**src/rtl/config_pkg.sv**
```systemverilog
// Shared types and constants for the CHIP-8 configuration menu.
package config_pkg;

  typedef enum logic [2:0] {
    ITEM_GAME   = 3'd0,
    ITEM_PROC   = 3'd1,
    ITEM_BG     = 3'd2,
    ITEM_FG     = 3'd3,
    ITEM_TIMBRE = 3'd4,
    ITEM_PITCH  = 3'd5,
    ITEM_VOL    = 3'd6,
    ITEM_SPEED  = 3'd7
  } menu_item_e;

  localparam int MENU_ITEMS = 8;

  localparam int PTR_W    = 3;
  localparam int GAME_W   = 4;
  localparam int CIDX_W   = 4;
  localparam int COLOR_W  = 24;
  localparam int TIMBRE_W = 2;
  localparam int VOL_W    = 3;
  localparam int SPEED_W  = 3;

  // RGB888 palette: black, white, primaries, secondaries, then darker tones.
  localparam logic [COLOR_W-1:0] PALETTE [16] = '{
    24'h000000, 24'hFFFFFF, 24'hFF0000, 24'h00FF00,
    24'h0000FF, 24'hFFFF00, 24'h00FFFF, 24'hFF00FF,
    24'h808080, 24'h800000, 24'h008000, 24'h000080,
    24'h808000, 24'h008080, 24'h800080, 24'hC0C0C0
  };

  // Step v by one within 0..n-1, wrapping at both ends.
  function automatic logic [3:0] wrap_step(input logic [3:0] v, input logic inc, input int n);
    if (inc) return (int'(v) == n - 1) ? 4'd0 : v + 4'd1;
    else     return (v == 4'd0) ? 4'(n - 1) : v - 4'd1;
  endfunction

  // Step v by one within 0..n-1, holding at both ends.
  function automatic logic [3:0] sat_step(input logic [3:0] v, input logic inc, input int n);
    if (inc) return (int'(v) >= n - 1) ? v : v + 4'd1;
    else     return (v == 4'd0) ? v : v - 4'd1;
  endfunction

endpackage

```
**src/rtl/chip8_tick_gen.sv**
```systemverilog
// Instruction-rate pulse generator: one pulse every `period` enabled cycles.
module chip8_tick_gen #(
  parameter int PW = 20
) (
  input  logic          clk,
  input  logic          rst_n,
  input  logic          enable,
  input  logic          clear,
  input  logic [PW-1:0] period,
  output logic          tick
);

  logic [PW-1:0] cnt;

  // Count 0..period-1; pulse on wrap. Clear or disable restarts from zero.
  always_ff @(posedge clk or negedge rst_n) begin
    if (!rst_n) begin
      cnt  <= '0;
      tick <= 1'b0;
    end else if (clear || !enable) begin
      cnt  <= '0;
      tick <= 1'b0;
    end else if (cnt == period - PW'(1)) begin
      cnt  <= '0;
      tick <= 1'b1;
    end else begin
      cnt  <= cnt + PW'(1);
      tick <= 1'b0;
    end
  end

endmodule

```
**src/rtl/config_menu.sv**
```systemverilog
// CHIP-8 configuration menu: key events edit settings held in registers,
// and the selected speed drives the instruction tick.
module config_menu
  import config_pkg::*;
#(
  parameter int NUM_GAMES          = 16,
  parameter int NUM_COLORS         = 8,
  parameter int NUM_TIMBRES        = 4,
  parameter int VOL_LEVELS         = 8,
  parameter int NUM_SPEEDS         = 4,
  parameter int DEFAULT_SPEED      = 1,
  parameter int BASE_DIV           = 100000,
  parameter int LOCK_WHILE_RUNNING = 1
) (
  input  logic                clk_in,
  input  logic                rst_n_in,
  input  logic                key_up_in,
  input  logic                key_down_in,
  input  logic                key_left_in,
  input  logic                key_right_in,
  input  logic                key_select_in,
  output logic [PTR_W-1:0]    ptr_index_out,
  output logic                active_processor_out,
  output logic [GAME_W-1:0]   game_out,
  output logic                load_game_out,
  output logic [COLOR_W-1:0]  bg_color_out,
  output logic [COLOR_W-1:0]  fg_color_out,
  output logic [TIMBRE_W-1:0] timbre_out,
  output logic                pitch_out,
  output logic [VOL_W-1:0]    vol_out,
  output logic [SPEED_W-1:0]  speed_out,
  output logic                chip8_tick_out
);

  localparam int PW = $clog2(BASE_DIV * NUM_SPEEDS + 1);

  if (NUM_GAMES < 2 || NUM_GAMES > 16) begin : g_bad_games
    $error("NUM_GAMES out of range 2..16");
  end
  if (NUM_COLORS < 2 || NUM_COLORS > 16) begin : g_bad_colors
    $error("NUM_COLORS out of range 2..16");
  end
  if (NUM_TIMBRES < 1 || NUM_TIMBRES > 4) begin : g_bad_timbres
    $error("NUM_TIMBRES out of range 1..4");
  end
  if (VOL_LEVELS < 2 || VOL_LEVELS > 8) begin : g_bad_vol
    $error("VOL_LEVELS out of range 2..8");
  end
  if (NUM_SPEEDS < 1 || NUM_SPEEDS > 8) begin : g_bad_speeds
    $error("NUM_SPEEDS out of range 1..8");
  end
  if (DEFAULT_SPEED < 0 || DEFAULT_SPEED >= NUM_SPEEDS) begin : g_bad_dflt
    $error("DEFAULT_SPEED must be below NUM_SPEEDS");
  end
  if (BASE_DIV < 2) begin : g_bad_div
    $error("BASE_DIV must be at least 2");
  end

  logic [CIDX_W-1:0] bg_idx, fg_idx;

  logic [PTR_W-1:0]    ptr_n;
  logic                active_n, load_n, pitch_n;
  logic [GAME_W-1:0]   game_n;
  logic [CIDX_W-1:0]   bg_n, fg_n;
  logic [TIMBRE_W-1:0] timbre_n;
  logic [VOL_W-1:0]    vol_n;
  logic [SPEED_W-1:0]  speed_n;

  // Left has priority over right, so a left event always steps downward.
  logic inc;
  assign inc = ~key_left_in;

  // Colour step skips over the other colour's index so bg and fg never match.
  logic [CIDX_W-1:0] bg_step, fg_step, bg_skip, fg_skip;
  assign bg_step = wrap_step(bg_idx, inc, NUM_COLORS);
  assign fg_step = wrap_step(fg_idx, inc, NUM_COLORS);
  assign bg_skip = (bg_step == fg_idx) ? wrap_step(bg_step, inc, NUM_COLORS) : bg_step;
  assign fg_skip = (fg_step == bg_idx) ? wrap_step(fg_step, inc, NUM_COLORS) : fg_step;

  logic game_locked;
  assign game_locked = (LOCK_WHILE_RUNNING != 0) && active_processor_out;

  // Next-state decode: one event per cycle, select > up > down > left > right.
  always_comb begin
    ptr_n    = ptr_index_out;
    active_n = active_processor_out;
    load_n   = 1'b0;
    game_n   = game_out;
    bg_n     = bg_idx;
    fg_n     = fg_idx;
    timbre_n = timbre_out;
    pitch_n  = pitch_out;
    vol_n    = vol_out;
    speed_n  = speed_out;
    if (key_select_in) begin
      if (ptr_index_out == ITEM_GAME) begin
        load_n   = ~load_game_out;
        active_n = 1'b1;
      end else if (ptr_index_out == ITEM_PROC) begin
        active_n = ~active_processor_out;
      end
    end else if (key_up_in) begin
      ptr_n = ptr_index_out - PTR_W'(1);
    end else if (key_down_in) begin
      ptr_n = ptr_index_out + PTR_W'(1);
    end else if (key_left_in || key_right_in) begin
      case (ptr_index_out)
        ITEM_GAME:   if (!game_locked) game_n = wrap_step(game_out, inc, NUM_GAMES);
        ITEM_BG:     bg_n = bg_skip;
        ITEM_FG:     fg_n = fg_skip;
        ITEM_TIMBRE: timbre_n = TIMBRE_W'(wrap_step({2'b00, timbre_out}, inc, NUM_TIMBRES));
        ITEM_PITCH:  pitch_n = ~pitch_out;
        ITEM_VOL:    vol_n = VOL_W'(sat_step({1'b0, vol_out}, inc, VOL_LEVELS));
        ITEM_SPEED:  speed_n = SPEED_W'(sat_step({1'b0, speed_out}, inc, NUM_SPEEDS));
        default: ;
      endcase
    end
  end

  // Settings registers; colour outputs are looked up alongside their index.
  always_ff @(posedge clk_in or negedge rst_n_in) begin
    if (!rst_n_in) begin
      ptr_index_out        <= '0;
      active_processor_out <= 1'b0;
      load_game_out        <= 1'b0;
      game_out             <= '0;
      bg_idx               <= CIDX_W'(0);
      fg_idx               <= CIDX_W'(1);
      bg_color_out         <= PALETTE[0];
      fg_color_out         <= PALETTE[1];
      timbre_out           <= '0;
      pitch_out            <= 1'b0;
      vol_out              <= VOL_W'(VOL_LEVELS / 2);
      speed_out            <= SPEED_W'(DEFAULT_SPEED);
    end else begin
      ptr_index_out        <= ptr_n;
      active_processor_out <= active_n;
      load_game_out        <= load_n;
      game_out             <= game_n;
      bg_idx               <= bg_n;
      fg_idx               <= fg_n;
      bg_color_out         <= PALETTE[bg_n];
      fg_color_out         <= PALETTE[fg_n];
      timbre_out           <= timbre_n;
      pitch_out            <= pitch_n;
      vol_out              <= vol_n;
      speed_out            <= speed_n;
    end
  end

  // The tick counter follows the next active state so pausing never lets a
  // final pulse out, and restarts on a speed change or on start of running.
  logic          tick_clear;
  logic [PW-1:0] period;
  assign tick_clear = (speed_n != speed_out) || (active_n && !active_processor_out);
  assign period     = PW'(BASE_DIV * (NUM_SPEEDS - int'(speed_out)));

  chip8_tick_gen #(.PW(PW)) u_tick (
    .clk    (clk_in),
    .rst_n  (rst_n_in),
    .enable (active_n),
    .clear  (tick_clear),
    .period (period),
    .tick   (chip8_tick_out)
  );

endmodule

```
**config.mk**
```make
export PLATFORM = sky130hd
export DESIGN_NAME = config_menu
export DESIGN_NICKNAME = d
export VERILOG_FILES = /design/src/rtl/config_pkg.sv /design/src/rtl/chip8_tick_gen.sv /design/src/rtl/config_menu.sv
export SDC_FILE = /design/constraint.sdc
export NUM_CORES = 1
export LEC_CHECK = 0
export BUFFER_PORTS_ARGS = -buffer_cell sky130_fd_sc_hd__buf_2
export CAP_MARGIN = 40
export CORE_MARGIN = 2
export CORE_UTILIZATION = 23
export CTS_BUF_LIST = sky130_fd_sc_hd__clkbuf_8
export DETAILED_ROUTE_END_ITERATION = 10
export GPL_ROUTABILITY_DRIVEN = 0
export PLACE_DENSITY = 0.37
export SLEW_MARGIN = 20
export SYNTH_ARGS = -nofsm -noshare
export SYNTH_HDL_FRONTEND = slang
export SYNTH_HIERARCHICAL = 1
export SYNTH_SLANG_ARGS = --single-unit
```
**constraint.sdc**
```tcl
create_clock -name clk_in -period 7.3 [get_ports clk_in]
set_clock_uncertainty 0.1 [all_clocks]
set_input_delay 0.73 -clock clk_in [delete_from_list [all_inputs] [get_ports clk_in]]
set_output_delay 0.73 -clock clk_in [all_outputs]
set_load 0.02 [all_outputs]
```
==> results of run 1 <==
## area by class of cell
class / count / area (um2)
Timing Repair Buffer: 77 / 412
Multi-Input combinational cell: 510 / 3880
Clock inverter: 7 / 68.8
Fill cell: 2648 / 18700
Inverter: 41 / 154
Tap cell: 330 / 413
Sequential cell: 64 / 1620
Clock buffer: 9 / 124
## cell usage in the layout, fill, tap and decap left out, types with 5 or more instances in the layout
master / n
buf_2: 73
nor2_1: 55
xnor2_1: 54
ha_1: 54
dfrtp_1: 52
inv_1: 40
nand2_1: 38
xor2_1: 30
nand3_1: 25
mux2i_1: 24
conb_1: 20
a21oi_1: 17
o21ai_0: 16
dfstp_2: 12
nor2b_1: 11
a31oi_1: 11
nor3_1: 10
and3_1: 10
mux2_2: 9
clkbuf_8: 9
o211ai_1: 7
nand4_1: 6
nor3b_1: 5
and2_1: 5
a22o_1: 5
a22oi_1: 5
nor4_1: 5
nor4b_1: 5
## metrics by stage
stage | total power, mW | instances | hold WS, ns | instance area (um2)
2_1_floorplan | 1.46 | 671 | 0.334 | 6030
3_3_place_gp | 1.68 | 1019 | 0.325 | 6430
3_5_place_dp | 1.71 | 1022 | 0.329 | 6470
4_1_cts | 2.05 | 1038 | 0.298 | 6670
5_1_grt | 2.20 | 1038 | 0.323 | 6670
6_report | 2.01 | 1038 | 0.308 | 6670
## power groups by stage
stage / sequential, mW / clock (mW) / combinational, mW
floorplan: 0.606 / 0 / 0.854
global placement: 0.559 / 0 / 1.12
detailed placement: 0.563 / 0 / 1.14
CTS: 0.558 / 0.343 / 1.15
global route: 0.573 / 0.361 / 1.26
finish: 0.556 / 0.320 / 1.14
## layer usage
layer  GRT usage (%)  vias up  share of wire [%]
met2            18.8       64                 49
met5               0        -                  0
met3            2.11       11                2.7
met1            14.3     2262                 48
met4            3.68        0                1.3
li1                -     2348                  -
## cell families (layout without fill, tap and decap cells)
group	Yosys count	count (layout)	share of synthesized area (%)
flops	64	64	27.1
xor+xnor	85	85	12.6
simple gates	205	205	18.9
fa+ha+maj	57	57	12.4
mux	36	36	6.74
buf+inv	97	134	8.95
other cells	1	20	0.0630
compound gates	107	107	13.2
## state kept, by name, indices dropped and copies added (netlist names)
signal / cells
u_tick/cnt: 19
bg_color_out: 9
fg_color_out: 9
bg_idx: 4
fg_idx: 4
game_out: 4
ptr_index_out: 3
speed_out: 3
vol_out: 3
timbre_out: 2
active_processor_out: 1
load_game_out: 1
pitch_out: 1
u_tick/tick: 1
## worst max-delay path, delay by kind of cell, from the launching register on
family | cells | cell delay, ns
adders and majority gates | 5 | 1.66
AOI/OAI and AO/OA | 5 | 1.20
and+or+nand+nor | 5 | 0.94
DFF | 1 | 0.75
buffers and inverters | 3 | 0.53
xor gates and xnor gates | 1 | 0.37
## worst max-delay path by stage
stage                                 startpoint                  endpoint  slack, ns  cells after the start
after floorplan           speed_out[0]$_DFF_PN1_  u_tick/cnt[11]$_DFF_PN0_       1.91                     20
after global placement    speed_out[0]$_DFF_PN1_   u_tick/cnt[7]$_DFF_PN0_       1.47                     16
after detailed placement  speed_out[0]$_DFF_PN1_  u_tick/cnt[10]$_DFF_PN0_       1.61                     17
after CTS                 speed_out[0]$_DFF_PN1_  u_tick/cnt[10]$_DFF_PN0_       1.57                     17
after global routing      speed_out[0]$_DFF_PN1_  u_tick/cnt[13]$_DFF_PN0_       1.17                     17
final                     speed_out[0]$_DFF_PN1_  u_tick/cnt[10]$_DFF_PN0_       1.62                     19
==> flow_summary.yaml, run 1 <==
routing:
  wire_per_inst_um: 14.0
  routed_wirelength_um: 14500
  num_vias: 4685
  drtIter0Drc: 210
  route.detailed.drc: 0
  drt.antenna.violating_nets: 0
  vias_per_cell: 4.51
  dr.pass1.iters: 5
cts:
  root_buffer: "clkbuf_8"
  hold_buffers: 0
  cts.sinks: 64
  cts.repair.resized: 0
  clk_path_buf_depth: 2
  tritoncts: "done"
  path_clk_slew_ns: 0.08
  h-tree-depth: 3
  insertion_delay_ns: 0.36
  cts_inserted_buffers: 9
  post-cts-setup-buffer-count: 0
finish:
  num-nets-final: 767
  drive_gt1_share_pct: 19.6
  diodes: 0
  syn2layout_area_growth_pct: 11.9
  postLayoutCoreUtil_pct: 26.3
floorplan:
  core_region_area_um2: 25300
  die_y_um: 165
  die_area_um2: 27200
  start_util_pct: 23.5
  die_w_um: 165
  io-pin-count: 74
  rows: 58
global_routing:
  grt.total_usage_pct: 11.2
  antenna_found_initial: 0
  grt_pass1_wl_um: 24000
  grt-ovfl-total: 0
  grt_max_degree: 38
  grt_pass1_vias: 4610
power_and_ir_drop:
  switching_share_pct: 47.0
  combPwrFrac_pct: 56.5
  seq_power_share_pct: 27.6
  pwr-share-clk_pct: 15.9
  internal-power_mw: 1.07
  p_sw_uw: 947
  p_leak_nw: 2.99
  powerDensity_nw_per_um2: 302
  ir_drop_v: 0.000177
setup_path:
  cp_common_cell: "ha_1"
  path_class: "reg2reg"
  path_cells: "inv_1, ha_1, ha_1, inv_1, fa_1, ha_1, ha_1, a31oi_1, nor2b_1, o21a_1, xnor2_1, nor4b_1, and4_2, or4_1, o211ai_1, a21oi_1, o41ai_4, buf_6, nor2_1"
  worstSetupStartpointType: "register"
  reg2reg_slack_ns: 1.62
  reg2reg_from: "speed_out[0]$_DFF_PN1_"
  reg2reg_to: "u_tick/cnt[10]$_DFF_PN0_"
  cp_slowest_cell: "dfstp_2"
  rr_worst_depth: 19
  end_kind: "register"
  cp.arrival_ns: 5.82
  worstPathRequired_ns: 7.44
  slowest_delay_ns: 0.75
  crit_fanout: 15
yosys:
  synthArstFlopShare_pct: 100
  dominantRegCellSynth: "dfrtp_1"
  synth_common_cells: "nor2_1, ha_1, xnor2_1"
  syn_inst: 652
  yosys-top-cells-area: "dfrtp_1, ha_1, xnor2_1"
  yosysMostFrequentCell: "nor2_1"
  synth-edff-count: 0
  yosys.area.top_type_share_pct: 21.8
  yosysSeqAreaShare_pct: 27.1
  syn_area_um2: 5960
  synth_top_cell_by_area: "dfrtp_1"
  avgSynthCellArea_um2: 9.13
  netlist-cell-type-count: 82
  yosysWarningCount: 6
  ys_seq_elements: 64
sta:
  min_period_ns: 5.68
  fin_crit_sh_pct: 77.8
  final_max_slew_viol_count: 0
  rsz0062_at_grt: "no"
  setup_tns_ns: 0
  hold_violations: 0
  relSlewSlack_pct: 47.5
  setup_ws_ns: 1.62
  worst_pin_slew_ns: 0.788
  fmax_mhz: 176
  setup_viol: 0
run_status:
  status: "complete, no violations"
placement:
  dp_hpwl_um: 10900
  io_buffers: 73
  place_ws_ns: 1.61
min_path:
  hp-class: "in2async"
flow_run:
  drv_cap: 0
Power figures use the tool's default switching activity.
==> run 2, diff against run 1 <==
clock period = 5.3 ns   (was 7.3 ns; I/O delays follow)
==> run 2 against run 1 <==
  * Critical path depth is the same
  * Sequential power increased by 38%
  * Fmax is 15% higher
  * Register-to-register slack lost 1.2 ns
  * First-iteration DRC count up 12%
==> flow_summary.yaml, run 2 (synthesis gave the netlist of run 1 again) <==
run_status:
  status: "complete, no violations"
setup_path:
  path_cells: "inv_1, ha_1, ha_1, inv_1, fa_1, ha_1, ha_1, a31oi_2, nor2b_1, o21a_1, a41oi_1, xnor2_1, xor2_1, or4_1, o211ai_1, a21oi_1, o41ai_4, buf_6, nor2_1"
  path_class: "reg2reg"
  cp_common_cell: "ha_1"
  crit_family: "adder cells"
  worstPathRequired_ns: 5.45
  worstSetupStartpointType: "register"
  critPathBufInv: 3
  crit_fanout: 19
  slowest_delay_ns: 0.53
  end_kind: "register"
  cp_slowest_cell: "dfstp_2"
  cp.arrival_ns: 5.08
global_routing:
  grt.total_usage_pct: 11.4
  grt_pass1_vias: 4686
  grt_pass1_wl_um: 24400
  grt-ovfl-total: 0
  grt_max_degree: 35
  antenna_found_initial: 0
routing:
  vias_per_cell: 4.53
  dr.pass1.iters: 4
  routed_wirelength_um: 14600
  route.detailed.drc: 0
  drtIter0Drc: 235
  drt.antenna.violating_nets: 0
  num_vias: 4722
  wire_per_inst_um: 14.0
cts:
  h-tree-depth: 3
  cts.sinks: 64
  cts.repair.resized: 0
  cts_inserted_buffers: 9
  insertion_delay_ns: 0.36
  hold_buffers: 0
  path_clk_slew_ns: 0.08
  tritoncts: "done"
  post-cts-setup-buffer-count: 0
  clk_path_buf_depth: 2
  root_buffer: "clkbuf_8"
finish:
  layout_common_cells: "buf_2, nor2_1, ha_1, xnor2_1, dfrtp_1"
  top_register: "u_tick/cnt"
  drive_gt1_share_pct: 20.2
  postLayoutCoreUtil_pct: 26.5
  final_common_cell: "buf_2"
  diodes: 0
  num-nets-final: 772
  reg.largest.list: "u_tick/cnt: 19 flops, bg_color_out: 9 flops, fg_color_out: 9 flops"
  largest_reg_flops: 19
  syn2layout_area_growth_pct: 12.9
  final_area_um2: 6720
floorplan:
  core_region_area_um2: 25300
  start_util_pct: 23.5
  io-pin-count: 74
  die_w_um: 165
  die_y_um: 165
  rows: 58
  die_area_um2: 27200
sta:
  fin_crit_sh_pct: 93.0
  final_max_slew_viol_count: 0
  setup_tns_ns: 0
  fmax_mhz: 203
  worst_pin_slew_ns: 0.693
  relSlewSlack_pct: 52.5
  setup_viol: 0
  rsz0062_at_grt: "no"
  min_period_ns: 4.93
  hold_violations: 0
flow_run:
  drv_cap: 0
placement:
  io_buffers: 73
  placed_cell_area_um2: 6500
  dp_hpwl_um: 10900
power_and_ir_drop:
  finalPower_mw: 2.80
  powerDensity_nw_per_um2: 416
  ir_drop_v: 0.000182
  p_leak_nw: 3.03
min_path:
  hp-class: "in2async"
run 2: routing by layer:
layer	track usage, %	part of all wire [%]	vias up	routed length, um
met3	2.31	3.0	12	440
met4	3.24	1.1	0	166
li1	-	-	2356	-
met2	18.9	47	78	6920
met5	0	0	-	0
met1	15.0	48	2276	7070
run 2: where the power goes:
part | switching (mW) | internal (mW)
combinational | 0.933 | 0.645
sequential | 0.151 | 0.618
clock | 0.210 | 0.239
run 2: final cells by class:
class                           count  area, um2
Tap cell                          330        413
Timing Repair Buffer               82        447
Clock inverter                      5       50.0
Clock buffer                       11        151
Sequential cell                    64       1620
Multi-Input combinational cell    510       3890
Fill cell                        2697      18600
Inverter                           41        154
run 2: final timing paths:
| check | startpoint | end | slack [ns] | cells after the start |
|---|---|---|---|---|
| max | speed_out[0]$_DFF_PN1_ | u_tick/cnt[9]$_DFF_PN0_ | 0.37 | 19 |
| min | rst_n_in | u_tick/cnt[7]$_DFF_PN0_ | 0.11 | 2 |
| max reg2reg | speed_out[0]$_DFF_PN1_ | u_tick/cnt[9]$_DFF_PN0_ | 0.37 | 19 |
| min reg2reg | load_game_out$_DFF_PN0_ | load_game_out$_DFF_PN0_ | 0.33 | 1 |
| max in group asynchronous | rst_n_in | fg_idx[0]$_DFF_PN1_ | 4.38 | 3 |
| min in group clk_in | load_game_out$_DFF_PN0_ | load_game_out$_DFF_PN0_ | 0.33 | 1 |
run 2: per-stage QoR:
step                      instances  hold slack [ns]  setup WS [ns]
after floorplan                 671            0.134         0.0243
after global placement         1025            0.320          0.327
after detailed placement       1027            0.323          0.234
after CTS                      1043           0.0957          0.207
after global routing           1043            0.107       0.000456
final                          1043            0.105          0.372
